==> config.mk <==
export PLATFORM = sky130hd
export DESIGN_NAME = secure_serdes_decryptor_core
export DESIGN_NICKNAME = d
export VERILOG_FILES = /design/src/rtl/secure_serdes_decryptor_core.sv
export SDC_FILE = /design/constraint.sdc
export NUM_CORES = 1
export LEC_CHECK = 0
export CAP_MARGIN = 20
export CORE_MARGIN = 1.5
export CORE_UTILIZATION = 26
export DETAILED_ROUTE_END_ITERATION = 8
export GPL_TIMING_DRIVEN = 0
export PLACE_DENSITY = 0.86
export SYNTH_ARGS = -nofsm -noshare
export SYNTH_HDL_FRONTEND = slang
export SYNTH_SLANG_ARGS = --single-unit
export TNS_END_PERCENT = 30
==> constraint.sdc <==
create_clock -name clk -period 3.3 [get_ports clk]
set_clock_uncertainty 0.05 [all_clocks]
set_input_delay 0.825 -clock clk [delete_from_list [all_inputs] [get_ports clk]]
set_output_delay 0.825 -clock clk [all_outputs]
set_load 0.02 [all_outputs]
==> src/rtl/secure_serdes_decryptor_core.sv <==
// secure_serdes_decryptor_core: serial ciphertext in, XOR-decrypted byte out.
// Define SERDES_KEY_ROTATE_EN to walk the 16 key bytes, one per frame.
module secure_serdes_decryptor_core (
  input  logic         clk,
  input  logic         rst,
  input  logic         start,
  input  logic [127:0] key,
  input  logic         cipher_in,
  output logic [7:0]   plain_byte,
  output logic         plain_valid,
  input  logic         plain_ready,
  output logic         busy,
  output logic         done,
  output logic         overflow
);

  typedef enum logic [1:0] {
    IDLE,
    RECV,
    DECRYPT
  } state_t;

  state_t     state;
  logic [7:0] shift;
  logic [2:0] bit_cnt;
  logic [7:0] key_byte;
  logic [7:0] result;
  logic       slot_free;

`ifdef SERDES_KEY_ROTATE_EN
  logic [3:0] frame_cnt;
  assign key_byte = key[{frame_cnt, 3'b000} +: 8];
`else
  logic key_unused;
  assign key_unused = ^key[127:8];
  assign key_byte   = key[7:0];
`endif

  assign result    = shift ^ key_byte;
  assign slot_free = !plain_valid || plain_ready;

  always_ff @(posedge clk) begin
    if (rst) begin
      state       <= IDLE;
      shift       <= 8'h00;
      bit_cnt     <= 3'd0;
      plain_byte  <= 8'h00;
      plain_valid <= 1'b0;
      busy        <= 1'b0;
      done        <= 1'b0;
      overflow    <= 1'b0;
`ifdef SERDES_KEY_ROTATE_EN
      frame_cnt   <= 4'd0;
`endif
    end else begin
      done <= 1'b0;
      if (plain_valid && plain_ready)
        plain_valid <= 1'b0;
      unique case (state)
        IDLE: begin
          if (start) begin
            state   <= RECV;
            bit_cnt <= 3'd0;
            busy    <= 1'b1;
          end
        end
        RECV: begin
          shift   <= {shift[6:0], cipher_in};
          bit_cnt <= bit_cnt + 3'd1;
          if (bit_cnt == 3'd7)
            state <= DECRYPT;
        end
        DECRYPT: begin
          state <= IDLE;
          busy  <= 1'b0;
          done  <= 1'b1;
`ifdef SERDES_KEY_ROTATE_EN
          frame_cnt <= frame_cnt + 4'd1;
`endif
          // a store in the same cycle as a handshake wins
          if (slot_free) begin
            plain_byte  <= result;
            plain_valid <= 1'b1;
          end else begin
            overflow <= 1'b1;
          end
        end
        default: state <= IDLE;
      endcase
    end
  end

endmodule

# Word level (Yosys, flattened, before mapping)
# Cells that the tools add are included.
# word_totals
reg_bits	25
inputBits	133
out_inout_bits	12
elab_cells	38
# classes
addsub	1
eq_ne	5
mux	11
bitwise	2
n_reduce_logical	11
# op_table
op	count
AND reduction 2 bit	5
bitwise XOR 8 bit	1
case mux 3 bit (2 select lines)	1
2-to-1 mux 1 bit	5
2-to-1 mux 2 bit	2
inequality test 2 bit, second input constant	2
case mux 2 bit (2 select lines)	1
nonzero test 2 bit	2
adder 3 x 1 -> 3 bit, second input constant	1
equality test 3 bit, second input constant	1
2-to-1 mux 3 bit	1
equality test 2 x 1 -> 1 bit, second input constant	1
equality test 2 bit, second input constant	1
zero test 2 bit	1
case mux 1 bit (2 select lines)	1
logical AND 1 bit	1
zero test 1 bit	1
logical OR 1 bit	1
NOT 1 bit	1

# Logic depth before layout (Yosys ltp)
# logic_depth
depth_word	4
mapped_depth	5
mapped_depth_nobuf	4

# Worst setup path after synthesis
# OpenSTA, ideal clock, no wires.
# synth_path
path_type	input to register
start	input port plain_ready
end	register overflow
setup_ps	65
arrival_time_ps	1497
t_required_ps	3185
slack_ps	1688
cell_stages	5
n_path_buf	2
path_cell_list	nand2b_1 clkbuf_8 buf_6 o21ba_2 nor2_1
# synth_between
elab_chain_len	3
# synth_lines
element	line	rtl
start, declared	11	input logic plain_ready,
logical OR 1 bit	40	assign slot_free = !plain_valid || plain_ready;
NOT 1 bit (no line)	n/a	
AND reduction 2 bit (no line)	n/a	
end signal, assigned	51	overflow <= 1'b0;
end signal, assigned	85	overflow <= 1'b1;
end, declared	14	output logic overflow
# Every way passes these cells.
# A chain may end at the register's enable or synchronous reset.

# Final worst setup path
# layout_path
start	register plain_byte[5]
end	output port plain_byte[5]
# layout_rtl
element	line	rtl
start, declared	9	output logic [7:0] plain_byte,
start signal, assigned	82	plain_byte <= result;
# No word-level cell between the ends.

==> results.txt <==
Synth cell types = 27
Post-route DRC = 0
Post-Route M1 WL = 967 um
Total Wirelength = 2.111 mm
Die Wd = 65.97 um
Fin Setup TNS = 0 ns
Syn Nets = 240
RR Startpoint = state[1]$_SDFFE_PP0P_
mapped cell area = 0.001031 mm^2
NumNets Final = 268
clock network fraction of total power = 32.9%
GPL Wtd Cong = 0.7337
Min-Delay Path Depth = 2
Placement Setup Slack = 1.241 ns
TritonCTS Buffers = 3
worst path cell trace = clkdlybuf4s50_1
Initial DRC Count = 16
R2R Path End = plain_byte[3]$_SDFFE_PP0P_
PwrDens = 387.3 mW/mm^2
root buffer cell = clkbuf_8
Endpoint, Worst Hold = shift[7]$_SDFFE_PP0P_
count leader, synth = dfxtp_1
WL/cell = 11.73 um
CP top delay family = buffers and inverters
Initial Util = 27.54%
ys flop type = dfxtp_1
worst hold slack = 0.4347 ns
top cell type by total area after synthesis = dfxtp_1
crit path time final = 2.111 ns
synthesized flop and latch total = 25
switching power = 0.1123 mW
Via-to-Cell Ratio = 4.444
type of origin of the critical path = flip-flop
Vias = 800
Max FO, Critical Path = 2
diode count = 0
Synth Instances = 105
fraction of layout cells with a size suffix above 1 = 10.61%
initial antenna violation count = 0
list of most frequent post-synthesis cells = 25 x dfxtp_1, 17 x a21oi_1, 16 x nand2_1
worst endpoint data arrival time = 1.24 ns
Post-CTS Resized = 0
post-route ant nets = 0
Max Root-Sink Buffers = 2
ys async rst share = 0%
Lkg Pwr = 0.4563 nW
crit-path max cell delay = 0.61 ns
critical path required time = 2.42 ns
register area share after synthesis = 48.54%
first-pass GRT wire length = 3.374 mm
final period utilization = 63.98%
fin cells = 180
met2 WL = 1.098 mm
maxcap violations = 0
RSZ-0062 raised after global routing = false
gr ovfl total = 0
largest net degree at the start of global routing = 14
IO Pins = 145
Clock transition at path regs = 0.08 ns
CTS H-tree depth = 1
Synth Warn # = 0
hold bufs inserted after CTS = 0
core area = 0.003744 mm^2
endpoints failing setup = 0
outcome = completed
Hold Path Class = reg2reg
Max Transition Viols Final = 0
P_int = 0.4169 mW
Hold Crit Start = shift[6]$_SDFFE_PP0P_
row cnt = 22
GRT Util Overall = 10.06%
crit path kind = reg2out
clk sinks = 25
die area = 0.004352 mm^2
CTS tree = built
R2R cell count = 5
Cells after DPL = 176
Comb power frac = 8.6%
WP buf/inv = 1
worst reg-to-reg setup slack = 2.08 ns
DP Wirelength = 1.595 mm
# port buffers = 23
fmax = 0.4736 GHz
routed length on met3 = 36 um
Seq pwr share = 58.5%
Critical Path End Type = primary output
Post-synth EDFFs = 0
placed instance area = 0.001321 mm^2
slowest stage cell, crit path = clkdlybuf4s50_1
maximum VDD drop = 0.2274 mV
top layer reached by signal wires = met4
final design area excluding fillers = 0.001366 mm^2
final worst setup slack = 1.189 ns
post-synth top area share = 48.54%
worst rel slew slack = 71.00%
Fin. Hold Viols = 0
Sw Share = 21.22%
die span in y = 65.97 um
area delta synth->final = 32.52%
Worst Tran Pin Value = 0.4349 ns
postcts setup bufs = 0
Skew-Pair Late Insertion Delay = 0.26 ns
DRT Pass-1 Iters = 4
vias in the first global route = 786
largest cells by area after synthesis = dfxtp_1 49%, a21oi_1 8.3%, xnor2_1 6.8%
syn avg cell area = 9.819 um^2
-- routing by layer --
metal  GRT usage, %  vias up
met3          1.704        2
li1               -      414
met4          3.827        0
met1          11.25      376
met5              0        -
met2          18.81        8
-- layout by cell type (no fill, tap or decap), drive strengths merged --
cell | netlist | layout
dfxtp | 25 | 25
clkdlybuf4s50 | 0 | 23
a21oi | 18 | 18
nand2 | 16 | 16
xnor2 | 8 | 8
a311oi | 8 | 8
clkbuf | 4 | 8
nor2 | 5 | 5
buf | 5 | 5
a22oi | 2 | 2
nand2b | 2 | 2
ha | 2 | 2
o21bai | 1 | 1
and2b | 1 | 1
nor2b | 1 | 1
mux2i | 1 | 1
a211oi | 1 | 1
or2b | 1 | 1
inv | 1 | 1
nor3 | 1 | 1
o21ba | 1 | 1
nor3b | 1 | 1
-- worst min-delay path, delay by kind of cell, from the launching register on --
family,cells,cell delay [ns]
AND/OR/NAND/NOR,1,0.06
flip-flops,1,0.33
AO/OA/AOI/OAI,1,0.05
-- power by group through the flow --
stage	Sequential, mW	Combinational, mW	Clock (mW)
4_1_cts	0.310	0.0457	0.183
3_3_place_gp	0.316	0.0451	0
6_report	0.310	0.0453	0.174
5_1_grt	0.310	0.0492	0.193
2_1_floorplan	0.317	0.0233	0
3_5_place_dp	0.317	0.0455	0
-- stage by stage --
stage | util [%] | power, mW
after floorplan | - | 0.3403
after global placement | 35.29 | 0.3615
after detailed placement | 35.29 | 0.3623
after CTS | 36.50 | 0.5379
after global routing | 36.50 | 0.5523
final | 36.50 | 0.5292
-- worst max path at each step --
stage                               startpoint                     to  slack (ns)  cells after the start
floorplan                          plain_ready  overflow$_SDFFE_PP0P_        1.69                      5
global placement                   plain_ready  overflow$_SDFFE_PP0P_        1.25                      6
detailed placement                 plain_ready  overflow$_SDFFE_PP0P_        1.24                      6
CTS                      overflow$_SDFFE_PP0P_               overflow        1.17                      1
global route             overflow$_SDFFE_PP0P_               overflow        1.15                      1
finish              plain_byte[5]$_SDFFE_PP0P_          plain_byte[5]        1.19                      1
-- layout make-up --
type,instances,area (um^2)
plain buffers,9,85.08
clock buffers,4,45.04
flip-flops and latches,25,500.5
multi-input cells,70,441.7
inverters,1,3.754
fillers,394,2377
well taps,48,60.06
repair buffers,23,230.2
-- flip-flops by register name, indices dropped and copies added, names as in the netlist --
register     cells
plain_byte       8
done             1
overflow         1
bit_cnt          3
shift            8
plain_valid      1
busy             1
state            2
-- cells by family (layout without fill, tap and decap cells) --
logic type      count (synthesis)  count (layout)  share of synthesized area (%)
compound gates                 31              31                          20.39
buf+inv                        10              37                          8.616
simple gates                   28              28                          12.26
flops                          25              25                          48.54
fa+ha+maj                       2               2                          2.427
xor+xnor                        8               8                          6.796
mux                             1               1                         0.9709
Power figures use the tool's default switching activity.
